===== src/rtl/adder_exerciser.sv =====
// Self-checking exerciser for a WIDTH-bit full adder: sweeps {c_in, b, a}, compares
// {c_out, sum} against a + b + c_in. Optional macro: ADDER_EXERCISER_STOP_ON_ERR_EN.
module adder_exerciser #(
  parameter int WIDTH         = 4,
  parameter int SETTLE_CYCLES = 2
) (
  input  logic               clk,
  input  logic               reset,
  input  logic               start,
  output logic [WIDTH-1:0]   a,
  output logic [WIDTH-1:0]   b,
  output logic               c_in,
  input  logic [WIDTH-1:0]   sum,
  input  logic               c_out,
  output logic               busy,
  output logic               done,
  output logic               pass,
  output logic [15:0]        err_count,
  output logic [2*WIDTH:0]   first_err_vec
);

  localparam int VW = 2 * WIDTH + 1;

  typedef enum logic [1:0] {
    S_IDLE,
    S_WAIT,
    S_CHECK,
    S_DONE
  } state_e;

  state_e            state_q, state_d;
  logic [VW-1:0]     vec_q, vec_d;
  logic [3:0]        settle_q, settle_d;
  logic [15:0]       err_count_q, err_count_d;
  logic [VW-1:0]     first_err_q, first_err_d;
  logic              pass_q, pass_d;
  logic [WIDTH:0]    exp_val;
  logic              mismatch;

  // The reference is one bit wider than the operands so the carry is never lost.
  always_comb begin
    exp_val  = {1'b0, a} + {1'b0, b} + {{WIDTH{1'b0}}, c_in};
    mismatch = ({c_out, sum} != exp_val);
  end

  // NOTE: every *_d gets its hold value first, so no path through the case leaves a latch.
  always_comb begin
    state_d     = state_q;
    vec_d       = vec_q;
    settle_d    = settle_q;
    err_count_d = err_count_q;
    first_err_d = first_err_q;
    pass_d      = pass_q;

    case (state_q)
      S_IDLE, S_DONE: begin
        if (start) begin
          state_d     = S_WAIT;
          vec_d       = '0;
          settle_d    = '0;
          err_count_d = '0;
          first_err_d = '0;
          pass_d      = 1'b0;
        end
      end

      S_WAIT: begin
        if (settle_q == 4'(SETTLE_CYCLES - 1)) begin
          state_d = S_CHECK;
        end else begin
          settle_d = settle_q + 4'd1;
        end
      end

      S_CHECK: begin
        settle_d = '0;
        if (mismatch) begin
          if (err_count_q != 16'hFFFF) err_count_d = err_count_q + 16'd1;
          if (err_count_q == 16'd0)    first_err_d = vec_q;
        end
        if (vec_q == '1) begin
          state_d = S_DONE;
          pass_d  = !mismatch && (err_count_q == 16'd0);
`ifdef ADDER_EXERCISER_STOP_ON_ERR_EN
        end else if (mismatch) begin
          // Freeze on the failing vector so it stays driven for inspection.
          state_d = S_DONE;
          pass_d  = 1'b0;
`endif
        end else begin
          state_d = S_WAIT;
          vec_d   = vec_q + {{(VW-1){1'b0}}, 1'b1};
        end
      end

      default: state_d = S_IDLE;
    endcase
  end

  // NOTE: state registers use non-blocking assignments so all flops update from pre-edge values.
  always_ff @(posedge clk or posedge reset) begin
    if (reset) begin
      state_q     <= S_IDLE;
      vec_q       <= '0;
      settle_q    <= '0;
      err_count_q <= '0;
      first_err_q <= '0;
      pass_q      <= 1'b0;
    end else begin
      state_q     <= state_d;
      vec_q       <= vec_d;
      settle_q    <= settle_d;
      err_count_q <= err_count_d;
      first_err_q <= first_err_d;
      pass_q      <= pass_d;
    end
  end

  assign {c_in, b, a}  = vec_q;
  assign busy          = (state_q == S_WAIT) || (state_q == S_CHECK);
  assign done          = (state_q == S_DONE);
  assign pass          = pass_q;
  assign err_count     = err_count_q;
  assign first_err_vec = first_err_q;

endmodule


===== config.mk =====
export PLATFORM = sky130hd
export DESIGN_NAME = adder_exerciser
export DESIGN_NICKNAME = d
export VERILOG_FILES = /design/src/rtl/adder_exerciser.sv
export SDC_FILE = /design/constraint.sdc
export NUM_CORES = 1
export LEC_CHECK = 0
export ABC_AREA = 1
export CORE_AREA = 5 5 112 114
export DETAILED_ROUTE_END_ITERATION = 10
export DIE_AREA = 0 0 117 119
export DONT_BUFFER_PORTS = 1
export PLACE_DENSITY = 0.48
export SYNTH_ARGS = -nofsm -noshare
export SYNTH_HDL_FRONTEND = slang
export SYNTH_SLANG_ARGS = --single-unit

===== constraint.sdc =====
create_clock -name clk -period 2.9 [get_ports clk]
set_input_delay 0.58 -clock clk [delete_from_list [all_inputs] [get_ports clk]]
set_output_delay 0.58 -clock clk [all_outputs]
set_load 0.1 [all_outputs]

==> out/results.ini <==
[route]
via_count = 2594
initialDrtViolationCount = 106
drc_errors = 0
drt-total-wl_um = 7400
vias_per_cell = 4.57
wire_per_inst_um = 13.0
first_pass_iters = 4
ant_nets = 0

[clock_tree]
clock-sinks = 41
clk_pin_slew_ns = 0.07
cts_tree = yes
cts_buffers = 5
post_cts_resized = 0
clk_latency_ns = 0.29
cts_hold_buf = 0
h-tree-depth = 2
cts_max_path_buffers = 2
cts_setup_buffers = 0
cts-root-buf = clkbuf_16

[setup_path]
crit_path_start = vec_q[0]$_DFFE_PP0P_
worstPathArrival_ns = 2.68
reg2regPathDepth = 10
criticalPathCategory = register to register
r2r-start = vec_q[0]$_DFFE_PP0P_
r2r_end = err_count[5]$_DFFE_PP0P_
crit_path_start_kind = register
required_ns = 3.07
endpoint_kind = register
r2r_slack_ns = 0.39
crit_fanout = 13
worstSetupEndpoint = err_count[5]$_DFFE_PP0P_

[synthesis]
synth_area_leaders = dfrtp_1 (37%), nand2_1 (18%), nand4_1 (7.6%)
synthMuxAreaShare = 0.00357
yosys.area_share.simple = 0.388
synthAdderAreaFrac = 0.0724
synth-xor-area-share = 0.0125
synth_nets = 418
syn-cell-area_um2 = 2800
synth.distinct_cells = 33
synth-edff-count = 0
ys_top_cells_by_count = nand2_1 (131), inv_1 (52), nor2_1 (44)
yosysWarnings = 0
yosysMostFrequentCell = nand2_1
synth_top_family_by_area = simple AND/OR/NAND/NOR gates
synthCells = 395
synthDominantCellAreaShare = 0.366
ys.flop_type = dfrtp_1
synth_compound_area_frac = 0.0612
synth.avg_cell_area_um2 = 7.09
yosysTopAreaCell = dfrtp_1
yosys_register_bits = 41
ys_seq_area_frac = 0.366
postSynth.asyncResetShare = 1.00

[final_layout]
area_delta_synth_final_pct = 18.6
fin_nets = 447
fillers = 1247
utilization = 0.293
fin_cells = 568
antennaDiodeCount = 0
drive_gt1_frac = 0.122

[floorplanning]
die_h_um = 119
core_area_um2 = 11300
die_area_um2 = 13900
fp.dieW_um = 117
rows = 39
start_util = 0.247
io_pins = 45

[place]
io_buffers = 0
gp_congestion = 0.825
place_hpwl_um = 5760
placed_cells = 560

[power_and_ir_drop]
power.density_nw_per_um2 = 762
cellLeakagePower_nw = 1.70
ir_drop_mv = 0.348

[timing]
finalCriticalPeriod_ns = 2.51
slew_headroom = 0.362
period_share = 0.864
tightest_slew_ns = 0.956
tns_ns = 0
finalSetupViolCount = 0
hold_violations = 0
clock_skew_ns = 0.00987
drv_slew = 0
rsz0062_at_grt = false
fmax_mhz = 399

[grt]
grt_max_degree = 42
grtUsageTotal = 0.113
grt-ovfl-total = 0
first_global_vias = 2551
grt_pass1_wl_um = 12800
antenna_found_initial = 0

[run]
drv_cap = 0

[outcome]
status = complete, no violations

[worst_hold_path]
hold_class = input port to asynchronous set/reset pin

layer usage:
metal	wire (um)	GRT usage
met4	116	0.0272
met1	3350	0.144
met2	3500	0.186
met5	0	0
met3	432	0.0330
worst max-delay path: stages, from the launching register on:
cell and delay (ns):
dfrtp_1 0.40, fa_1 0.46, fa_1 0.51, nand2_1 0.05, nand2_1 0.06, nand3_1 0.08, nor2_1 0.12, nand3_2 0.27
buf_4 0.29, nand4_1 0.07, nand2_1 0.07
cell type report:
type,count,area [um^2],area share
Clock buffer,6,129,0.0388
Inverter,54,203,0.0610
Sequential cell,41,1030,0.309
Multi-Input combinational cell,290,1510,0.453
Clock inverter,2,38.8,0.0117
Timing Repair Buffer,32,240,0.0723
Tap cell,143,179,0.0539
flip-flops by register name, indices dropped and copies added, names as in the netlist:
| signal | count |
|---|---|
| err_count | 16 |
| state_q | 2 |
| vec_q | 9 |
| pass | 1 |
| first_err_vec | 9 |
| settle_q | 4 |
placed cells by master, fill, tap and decap left out:
cell and n:
o21ai_1 2, nand4_1 34, inv_2 2, inv_1 52, nand2_1 131, or2_2 2
a21oi_1 15, clkbuf_16 5, a32o_1 2, nand3_1 15, o21a_1 1, a21oi_2 1
clkbuf_1 1, nor3b_1 2, nor2_2 1, buf_4 32, ha_1 13, nand2_2 1
fa_1 2, bufinv_16 1, mux2i_1 1, o21ai_0 6, a211oi_1 1, o22ai_1 2
or2_0 1, dfrtp_1 41, nand3_2 3, nor2_1 44, clkinv_4 1, xor2_1 4
nor3_4 1, nand3_4 2, nor3_1 3
through the flow:
step | area, um^2 | hold slack (ns) | power, mW | setup slack (ns)
2_1_floorplan | 2800 | 0.503 | 1.70 | 0.0798
3_3_place_gp | 3150 | 0.492 | 1.91 | 0.432
3_5_place_dp | 3150 | 0.496 | 1.91 | 0.396
4_1_cts | 3320 | 0.354 | 2.57 | 0.368
5_1_grt | 3320 | 0.399 | 2.71 | 0.124
6_report | 3320 | 0.318 | 2.53 | 0.394
where the power goes:
part / total, mW / internal [mW] / switching [mW]
logic: 1.15 / 0.269 / 0.878
registers: 0.742 / 0.627 / 0.115
clock network: 0.643 / 0.408 / 0.234
total: 2.53 / 1.30 / 1.23
logic make-up (layout without fill, tap and decap cells):
kind of cell / Yosys count / count (layout)
buf+inv: 64 / 94
fa+ha+maj: 15 / 15
simple gates: 240 / 240
xor+xnor: 4 / 4
flops: 41 / 41
mux: 1 / 1
compound gates: 30 / 30
worst min-delay path by stage:
stage	slack, ns	to	cells after the start	start
2_1_floorplan	0.50	settle_q[0]$_DFFE_PP0P_	1	settle_q[0]$_DFFE_PP0P_
3_3_place_gp	0.49	err_count[13]$_DFFE_PP0P_	2	err_count[13]$_DFFE_PP0P_
6_report	0.32	err_count[12]$_DFFE_PP0P_	2	reset
4_1_cts	0.35	err_count[12]$_DFFE_PP0P_	2	reset
5_1_grt	0.40	err_count[12]$_DFFE_PP0P_	2	reset
3_5_place_dp	0.50	err_count[13]$_DFFE_PP0P_	2	err_count[13]$_DFFE_PP0P_
No activity file was read; power rests on OpenSTA's default activity.
